## src/rtl/wb_addr_decode_if.sv

```systemverilog
// Bus bundle for wb_addr_decode: address/cycle request and slave acks in,
// per-channel selects, ack/err pulses and owning-channel index out.
interface wb_addr_decode_if #(
    parameter int CHANNELS = 4,
    parameter int WIDTH    = 8
);
    logic [WIDTH-1:0]    addr;
    logic                wb_cyc;
    logic [CHANNELS-1:0] slave_ack;
    logic [CHANNELS-1:0] cyc;
    logic                ack;
    logic                err;
    logic [2:0]          sel;

    modport master (
        output addr, wb_cyc, slave_ack,
        input  cyc, ack, err, sel
    );

    modport slave (
        input  addr, wb_cyc, slave_ack,
        output cyc, ack, err, sel
    );
endinterface

```

## src/rtl/wb_addr_decode.sv

```systemverilog
// Wishbone address decoder: lowest-index base/mask match selects a channel,
// then acks internally after LATENCY clocks or waits for the slave with a
// timeout. Ports: wb_ck, wb_rst (sync, active high), bus (slave modport).
module wb_addr_decode #(
    parameter int                        CHANNELS = 4,
    parameter int                        WIDTH    = 8,
    parameter logic [CHANNELS*WIDTH-1:0] BASE     = {8'h03, 8'h02, 8'h01, 8'h00},
    parameter logic [CHANNELS*WIDTH-1:0] MASK     = '1,
    parameter logic [CHANNELS-1:0]       EXT_ACK  = '0,
    parameter int                        LATENCY  = 1,
    parameter int                        TIMEOUT  = 16
) (
    input logic             wb_ck,
    input logic             wb_rst,
    wb_addr_decode_if.slave bus
);

    typedef enum logic [1:0] {IDLE, WAIT, HOLD} state_t;

    state_t              state;
    logic [7:0]          cnt;
    logic [2:0]          sel_q;
    logic                hit_q;
    logic                ack_q;
    logic                err_q;

    logic [CHANNELS-1:0] match;
    logic                hit;
    logic [2:0]          idx;
    logic                changed;
    logic [7:0]          ext8;
    logic [7:0]          sack8;
    logic [7:0]          cyc8;

    // Widen per-channel vectors to 8 bits so a 3-bit index is always legal.
    assign ext8  = 8'(EXT_ACK);
    assign sack8 = 8'(bus.slave_ack);

    always_comb begin
        for (int i = 0; i < CHANNELS; i++) begin
            match[i] = (bus.addr & MASK[i*WIDTH +: WIDTH])
                    == (BASE[i*WIDTH +: WIDTH] & MASK[i*WIDTH +: WIDTH]);
        end
    end

    // Scan downwards so the lowest matching index is the last one written.
    always_comb begin
        hit = 1'b0;
        idx = '0;
        for (int i = CHANNELS - 1; i >= 0; i--) begin
            if (match[i]) begin
                hit = 1'b1;
                idx = 3'(i);
            end
        end
    end

    always_comb begin
        cyc8 = '0;
        if (bus.wb_cyc && hit) begin
            cyc8 = 8'd1 << idx;
        end
    end

    assign bus.cyc = cyc8[CHANNELS-1:0];

    // An unmapped address owns the transfer as "no channel"; becoming
    // mapped, or moving to another channel, ends the transfer.
    assign changed = (hit != hit_q) || (hit && (idx != sel_q));

    always_ff @(posedge wb_ck) begin
        if (wb_rst) begin
            state <= IDLE;
            cnt   <= '0;
            sel_q <= '0;
            hit_q <= 1'b0;
            ack_q <= 1'b0;
            err_q <= 1'b0;
        end else begin
            ack_q <= 1'b0;
            err_q <= 1'b0;
            case (state)
                IDLE: begin
                    if (bus.wb_cyc) begin
                        hit_q <= hit;
                        if (!hit) begin
                            sel_q <= '0;
                            err_q <= 1'b1;
                            state <= HOLD;
                        end else begin
                            sel_q <= idx;
                            if (ext8[idx]) begin
                                cnt   <= 8'(TIMEOUT - 1);
                                state <= WAIT;
                            end else if (LATENCY == 1) begin
                                ack_q <= 1'b1;
                                state <= HOLD;
                            end else begin
                                cnt   <= 8'(LATENCY - 1);
                                state <= WAIT;
                            end
                        end
                    end
                end
                WAIT: begin
                    if (!bus.wb_cyc || changed) begin
                        state <= IDLE;
                        cnt   <= '0;
                        sel_q <= '0;
                        hit_q <= 1'b0;
                    end else if (ext8[sel_q] && sack8[sel_q]) begin
                        ack_q <= 1'b1;
                        cnt   <= '0;
                        state <= HOLD;
                    end else if (cnt == 8'd1) begin
                        // Counter expires on this edge.
                        ack_q <= !ext8[sel_q];
                        err_q <= ext8[sel_q];
                        cnt   <= '0;
                        state <= HOLD;
                    end else begin
                        cnt <= cnt - 8'd1;
                    end
                end
                HOLD: begin
                    if (!bus.wb_cyc || changed) begin
                        state <= IDLE;
                        sel_q <= '0;
                        hit_q <= 1'b0;
                    end
                end
                default: begin
                    state <= IDLE;
                end
            endcase
        end
    end

    assign bus.ack = ack_q;
    assign bus.err = err_q;
    assign bus.sel = sel_q;

endmodule
```

## src/flat_wrapper.sv

```systemverilog
// flat-port wrapper written by rule: the top's interface ports become plain ports
module wb_addr_decode_flat 
#(
    parameter int                        CHANNELS = 4,
    parameter int                        WIDTH    = 8,
    parameter logic [CHANNELS*WIDTH-1:0] BASE     = {8'h03, 8'h02, 8'h01, 8'h00},
    parameter logic [CHANNELS*WIDTH-1:0] MASK     = '1,
    parameter logic [CHANNELS-1:0]       EXT_ACK  = '0,
    parameter int                        LATENCY  = 1,
    parameter int                        TIMEOUT  = 16
)
  (wb_ck, wb_rst, bus_addr, bus_wb_cyc, bus_slave_ack, bus_cyc, bus_ack, bus_err, bus_sel);
  wb_addr_decode_if #(.CHANNELS(CHANNELS), .WIDTH(WIDTH)) bus_i ();
  input logic wb_ck;
  input logic wb_rst;
  input wire logic [$bits(bus_i.addr)-1:0] bus_addr;
  input wire logic [$bits(bus_i.wb_cyc)-1:0] bus_wb_cyc;
  input wire logic [$bits(bus_i.slave_ack)-1:0] bus_slave_ack;
  output wire logic [$bits(bus_i.cyc)-1:0] bus_cyc;
  output wire logic [$bits(bus_i.ack)-1:0] bus_ack;
  output wire logic [$bits(bus_i.err)-1:0] bus_err;
  output wire logic [$bits(bus_i.sel)-1:0] bus_sel;
  assign bus_i.addr = bus_addr;
  assign bus_i.wb_cyc = bus_wb_cyc;
  assign bus_i.slave_ack = bus_slave_ack;
  assign bus_cyc = bus_i.cyc;
  assign bus_ack = bus_i.ack;
  assign bus_err = bus_i.err;
  assign bus_sel = bus_i.sel;
  wb_addr_decode #(.CHANNELS(CHANNELS), .WIDTH(WIDTH), .BASE(BASE), .MASK(MASK), .EXT_ACK(EXT_ACK), .LATENCY(LATENCY), .TIMEOUT(TIMEOUT)) u_core (.wb_ck(wb_ck), .wb_rst(wb_rst), .bus(bus_i));
endmodule
```

## config.mk

```make
export PLATFORM = sky130hd
export DESIGN_NAME = wb_addr_decode_flat
export DESIGN_NICKNAME = d
export VERILOG_FILES = /design/src/rtl/wb_addr_decode_if.sv /design/src/rtl/wb_addr_decode.sv /design/src/flat_wrapper.sv
export SDC_FILE = /design/constraint.sdc
export NUM_CORES = 1
export LEC_CHECK = 0
export BUFFER_PORTS_ARGS = -buffer_cell sky130_fd_sc_hd__buf_2
export CAP_MARGIN = 20
export CORE_AREA = 2 2 39 41
export CTS_CLUSTER_DIAMETER = 60
export DETAILED_ROUTE_END_ITERATION = 7
export DIE_AREA = 0 0 41 43
export MAX_ROUTING_LAYER = met4
export PLACE_DENSITY_LB_ADDON = 0.2
export SYNTH_ARGS = -nofsm -noshare
export SYNTH_HDL_FRONTEND = slang
export SYNTH_SLANG_ARGS = --single-unit
```

## constraint.sdc

```tcl
create_clock -name wb_ck -period 2.35 [get_ports wb_ck]
set_input_delay 0.47 -clock wb_ck [delete_from_list [all_inputs] [get_ports wb_ck]]
set_output_delay 0.47 -clock wb_ck [all_outputs]
set_load 0.005 [all_outputs]
```

== After elaboration in Yosys (flattened, before gate mapping) ==
Memory sizes are Yosys's and may differ from the RTL's. A register that Yosys moved wholly into a read port is not among the register bits.
Cells that the tools add are included.

* Bits in registers: 16
* Memories kept: 2
* Output and inout port bits: 9
* Input bits: 15
* Memory bits (read-only): 16
* Logic and storage cells: 91

* Muxes and demuxes: 50
* Reductions and logical operators: 15
* Equal/unequal tests: 14
* Add/subtract/negate cells: 1
* Magnitude comparators: 2
* Shift-type cells: 1

{| class="wikitable"
|+ Memories
! name !! words !! bits a word !! rd ports !! clocked after Yosys merged registers in !! wr ports !! line !! text
|-
| (no name shown) || 8 || 1 || 1 || 1 || 0 || wb_addr_decode.sv:111 || <nowiki>end else if (ext8[sel_q] && sack8[sel_q]) begin</nowiki>
|-
| (no name shown) || 8 || 1 || 1 || 0 || 0 || wb_addr_decode.sv:92 || <nowiki>if (ext8[idx]) begin</nowiki>
|}

{| class="wikitable"
|+ Operator list
! operator !! number
|-
| $mux 8 || 6
|-
| $mux 2 || 11
|-
| $mux 1 || 20
|-
| $eq 8x1->1 const B || 2
|-
| $eq 8x2->1 const B || 2
|-
| $pmux 8 s2 || 1
|-
| $mux 3 || 5
|-
| $logic_not 8->1 || 1
|-
| $ne 2x1->1 const B || 4
|-
| $sub 8x1->8 const B || 1
|-
| $pmux 1 s2 || 3
|-
| $pmux 2 s3 || 1
|-
| $pmux 3 s2 || 1
|-
| $reduce_and 3->1 || 2
|-
| $lt 2x4->1 const B || 1
|-
| $lt 3x4->1 const B || 1
|-
| $mux 4 || 1
|-
| $ne 4x1->1 const B || 1
|-
| $reduce_and 4->1 || 1
|-
| $reduce_bool 2->1 || 2
|-
| $shl 1x2->4 const A || 1
|-
| $bmux 1 s3 || 1
|-
| $logic_and 1x1->1 || 3
|-
| $ne 2x3->1 || 1
|-
| other kinds (8) || 10
|}

== Depth between registers and ports, before layout ==
* Word-level depth: 13
* Depth in mapped cells: 5
* Gate-level depth less buffers: 4

== Least setup slack after synthesis ==
No wires, ideal clock.

* Kind: input-to-output
* Start: input port bus_addr[5]
* End: output port bus_cyc[0]
* Arrival time: 1.604 ns
* Cell stages on the path: 4
* Slack: 0.276 ns
* Required time: 1.880 ns
* Cell sequence: or4_4 > nor3_4 > nand2_1 > a211oi_1

* Word-level cells in the longest chain between the ends: 7
* Elaborated cells on any way between the ends: 15
* Those cells by class: eq/ne (3); shift (1); mux (9); reduce/logical (2)

{| class="wikitable"
|+ RTL lines
! element !! line !! text
|-
| start: declaration || flat_wrapper.sv:16 || <nowiki>input wire logic [$bits(bus_i.addr)-1:0] bus_addr;</nowiki>
|-
| $eq 8x2->1 || wb_addr_decode.sv:42 || <nowiki>== (BASE[i*WIDTH +: WIDTH] & MASK[i*WIDTH +: WIDTH]);</nowiki>
|-
| $mux 2 / $mux 1 (equally long branches) (4 in series) || wb_addr_decode.sv:51 || <nowiki>if (match[i]) begin</nowiki>
|-
| $shl 1x2->4 / $logic_and 1x1->1 (equally long branches) || wb_addr_decode.sv:61, wb_addr_decode.sv:60 ||
|-
| $mux 4 * || wb_addr_decode.sv:60 || <nowiki>if (bus.wb_cyc && hit) begin</nowiki>
|-
| end: declaration || flat_wrapper.sv:19 || <nowiki>output wire logic [$bits(bus_i.cyc)-1:0] bus_cyc;</nowiki>
|}

Mark *: on every way between the ends. The rest lies on a longest branch, timed or not.

== Worst setup path in the final report ==
Ends and elaborated chain as after synthesis.

==> impl_results.html <==
<table>
<tr><th>Metric</th><th>Value</th></tr>
<tr><th colspan="2">Run status</th></tr>
<tr><td>Result of the run</td><td>finished clean</td></tr>
<tr><th colspan="2">Final layout</th></tr>
<tr><td>Final Instance Count excl. Fillers</td><td>74</td></tr>
<tr><td>Antenna cells</td><td>0</td></tr>
<tr><td>Area of the multi-input gates</td><td>214.0 um^2</td></tr>
<tr><td>Most used cells in the layout excluding fill and tap cells</td><td>18 x buf_2, 6 x dfxtp_1, 3 x nor2_1, 3 x clkbuf_4</td></tr>
<tr><td>Final net count</td><td>75</td></tr>
<tr><td>Area added between synthesis and finish</td><td>35.36%</td></tr>
<tr><td>Fraction of layout cells with a size suffix above 1</td><td>0.4310</td></tr>
<tr><td>Most common library cell in the layout ignoring fill and taps</td><td>buf_2</td></tr>
<tr><td>Total of fill cells in the finished design</td><td>147</td></tr>
<tr><td>Post-route design area</td><td>474.2 um^2</td></tr>
<tr><td>Register Area</td><td>120.1 um^2</td></tr>
<tr><th colspan="2">Synth</th></tr>
<tr><td>Synth async-reset ratio</td><td>0</td></tr>
<tr><td>Post-synthesis area per instance</td><td>8.983 um^2</td></tr>
<tr><td>Post-Synthesis Cells</td><td>39</td></tr>
<tr><td>Sequential element share of the synthesized area</td><td>0.3429</td></tr>
<tr><td>Flops &amp; latches, synth</td><td>6</td></tr>
<tr><td>Cell area after synthesis</td><td>350.3 um^2</td></tr>
<tr><td>Post-synthesis net count</td><td>54</td></tr>
<tr><td>Synth unique cells</td><td>26</td></tr>
<tr><td>Most instantiated flip-flop cell in the synthesis netlist</td><td>dfxtp_1</td></tr>
<tr><td>Number of synthesized flops with an enable pin</td><td>0</td></tr>
<tr><td>Warnings, synthesis</td><td>0</td></tr>
<tr><th colspan="2">Clock network</th></tr>
<tr><td>Post-CTS sizing</td><td>0</td></tr>
<tr><td>Clock transition at the registers of the reported paths</td><td>0.04 ns</td></tr>
<tr><td>CTS Hold Bufs</td><td>0</td></tr>
<tr><td>Clock Tree Buf Depth</td><td>2</td></tr>
<tr><td>Root cell of the clock tree</td><td>clkbuf_4</td></tr>
<tr><td>Insertion delay of the later-clocked pin in the worst-skew pair</td><td>0.24 ns</td></tr>
<tr><td>Inserted Clock Buffers</td><td>3</td></tr>
<tr><td>CTS tree</td><td>yes</td></tr>
<tr><td>Total number of clock tree sinks</td><td>6</td></tr>
<tr><td>Number of buffers added for setup after CTS</td><td>0</td></tr>
<tr><td>Htree depth</td><td>1</td></tr>
<tr><th colspan="2">Global routing</th></tr>
<tr><td>Overflow after GRT</td><td>0</td></tr>
<tr><td>Number of antenna violations at the first check in global routing</td><td>0</td></tr>
<tr><td>GRT Total Usage</td><td>0.1021</td></tr>
<tr><td>Wire length of the first global-routing pass</td><td>1.193 mm</td></tr>
<tr><td>Via count of the first global-routing pass</td><td>272</td></tr>
<tr><td>Largest net degree at the start of global routing</td><td>10</td></tr>
<tr><th colspan="2">Min path</th></tr>
<tr><td>Worst Hold Depth</td><td>2</td></tr>
<tr><td>Classification of the worst-slack hold path</td><td>input pin to register</td></tr>
<tr><th colspan="2">Placement</th></tr>
<tr><td>Detail Placement HPWL</td><td>584.4 um</td></tr>
<tr><td>IO buf count</td><td>18</td></tr>
<tr><td>Post-placement cell area</td><td>451.7 um^2</td></tr>
<tr><td>Total instance count after detailed placement</td><td>71</td></tr>
<tr><td>Worst-case setup slack after placement</td><td>0.1472 ns</td></tr>
<tr><td>RD Place Congestion</td><td>0.7199</td></tr>
<tr><th colspan="2">Setup path</th></tr>
<tr><td>CP most frequent cell</td><td>buf_2</td></tr>
<tr><td>Critical Path Start Type</td><td>input pin</td></tr>
<tr><td>Maximum fanout encountered on the critical timing path</td><td>4</td></tr>
<tr><td>Arrival time at the worst endpoint</td><td>1.72 ns</td></tr>
<tr><td>Slowest-stage cell, CP</td><td>or4_4</td></tr>
<tr><td>CP Capture Type</td><td>primary output</td></tr>
<tr><td>Endpoint required time on the critical path</td><td>1.88 ns</td></tr>
<tr><td>Count of cells along the worst register-to-register path</td><td>4</td></tr>
<tr><td>Crit Path Class</td><td>input pin to primary output</td></tr>
<tr><td>CP max stage delay</td><td>0.55 ns</td></tr>
<tr><td>Cell Chain, Critical Path</td><td>buf_2 &gt; or4_4 &gt; nor3_4 &gt; nand2_1 &gt; a211oi_1 &gt; buf_2</td></tr>
<tr><th colspan="2">Routing</th></tr>
<tr><td>Number of nets with antenna violations after detailed routing</td><td>0</td></tr>
<tr><td>Post-DR vias/cell</td><td>4.743</td></tr>
<tr><td>Detailed-router iteration count before antenna repair</td><td>2</td></tr>
<tr><td>Via count</td><td>351</td></tr>
<tr><td>Starting DRC count in detailed routing</td><td>14</td></tr>
<tr><td>Average detailed-routed wire length per instance</td><td>10.16 um</td></tr>
<tr><td>Drt drc</td><td>0</td></tr>
<tr><td>Final wirelength</td><td>752 um</td></tr>
<tr><th colspan="2">STA</th></tr>
<tr><td>Highest attainable clock frequency</td><td>455.7 MHz</td></tr>
<tr><td>Smallest setup slack after layout</td><td>0.1557 ns</td></tr>
<tr><td>Post-layout minimum cycle time</td><td>2.194 ns</td></tr>
<tr><td>Share of the cycle needed by the critical path after routing</td><td>0.9337</td></tr>
<tr><td>Final setup violation count</td><td>0</td></tr>
<tr><td>Max Transition Viols Final</td><td>0</td></tr>
<tr><td>Unrepaired setup endpoints after global routing</td><td>no</td></tr>
<tr><td>Worst clock skew on the final layout</td><td>0.0003986 ns</td></tr>
<tr><td>Count of final hold-check violations</td><td>0</td></tr>
<tr><td>Total negative slack</td><td>0 ns</td></tr>
<tr><th colspan="2">Floorplanning</th></tr>
<tr><td>Standard cell core area</td><td>0.001384 mm^2</td></tr>
<tr><td>X dimension of the die</td><td>41 um</td></tr>
<tr><td>Die outline height</td><td>43 um</td></tr>
<tr><td>Count of boundary I/O pins</td><td>24</td></tr>
<tr><td>Effective utilization at floorplan</td><td>0.2532</td></tr>
<tr><td>Count of standard-cell rows</td><td>14</td></tr>
<tr><td>Full die area</td><td>0.001763 mm^2</td></tr>
<tr><th colspan="2">Job</th></tr>
<tr><td>Max capacitance violation total</td><td>0</td></tr>
<tr><th colspan="2">Power and ir drop</th></tr>
<tr><td>Static power due to leakage</td><td>0.2131 nW</td></tr>
<tr><td>Final Total Pwr</td><td>0.2255 mW</td></tr>
<tr><td>Power Dens Cells</td><td>475.6 mW/mm^2</td></tr>
<tr><td>Maximum resistive drop on vdd</td><td>0.2666 mV</td></tr>
</table>
-- cell families (layout without fill, tap and decap cells) --
family | Yosys count | after routing | synth area share
AOI/OAI and AO/OA | 8 | 8 | 0.1607
other | 1 | 1 | 0.01070
DFF | 6 | 6 | 0.3429
buffers and inverters | 3 | 22 | 0.04641
muxes | 1 | 1 | 0.02857
xor gates and xnor gates | 2 | 2 | 0.05001
and+or+nand+nor | 18 | 18 | 0.3608
-- critical path, delay by kind of cell --
kind            cells  cell delay [ns]
compound gates      1             0.21
buf+inv             2             0.23
simple gates        3             0.81
-- cells in the mapped netlist (2+ instances only) --
cell type | instances | area [um^2]
dfxtp_1 | 6 | 120.1
nor2_1 | 3 | 11.26
a31oi_1 | 2 | 12.51
nand2_1 | 2 | 7.510
nand4b_1 | 2 | 17.52
nor3_1 | 2 | 10.01
nor3b_1 | 2 | 15.01
o32ai_1 | 2 | 17.52
-- per-layer routing --
metal | vias to the layer above | global-route usage | routed length (um)
met3 | 0 | 0.07853 | 47
met4 | 0 | 0 | 0
met1 | 155 | 0.1489 | 366
met5 | - | - | 0
li1 | 186 | - | -
met2 | 10 | 0.1188 | 337
-- report_power, final --
part           leakage (nW)  total [mW]  switching, mW  internal [mW]
combinational         0.151      0.0254         0.0134         0.0119
sequential           0.0488       0.106        0.00226          0.104
clock                0.0138      0.0937         0.0360         0.0577
total                 0.213       0.226         0.0517          0.174
-- registers in the layout (all words and copies together) (netlist names) --
signal and flops:
u_core.bus.sel 2, u_core.bus.ack 1, u_core.bus.err 1, u_core.hit_q 1, u_core.state 1
-- layout make-up --
cell class | instances | share of cell area
clock buffer | 3 | 0.04749
multi-input combinational | 30 | 0.4512
sequential | 6 | 0.2533
tap | 16 | 0.04222
timing repair buffer | 19 | 0.2058
-- final timing paths --
check / endpoint / slack [ns] / from
setup reg to reg: u_core.bus.sel[1] / 1.19 / u_core.bus.sel[1]
hold / removal: u_core.bus.ack / 0.48 / wb_rst
hold reg to reg: u_core.bus.sel[1] / 0.55 / u_core.bus.sel[1]
setup / recovery: bus_cyc[0] / 0.16 / bus_addr[5]
-- metrics by stage --
step	hold slack, ns	utilization
final	0.4754	0.3427
after global placement	0.5401	0.3264
after detailed placement	0.5400	0.3264
after CTS	0.4635	0.3427
after global routing	0.4989	0.3427
after floorplan	0.5203	-
Note: power is estimated with default switching activity, not from simulation.
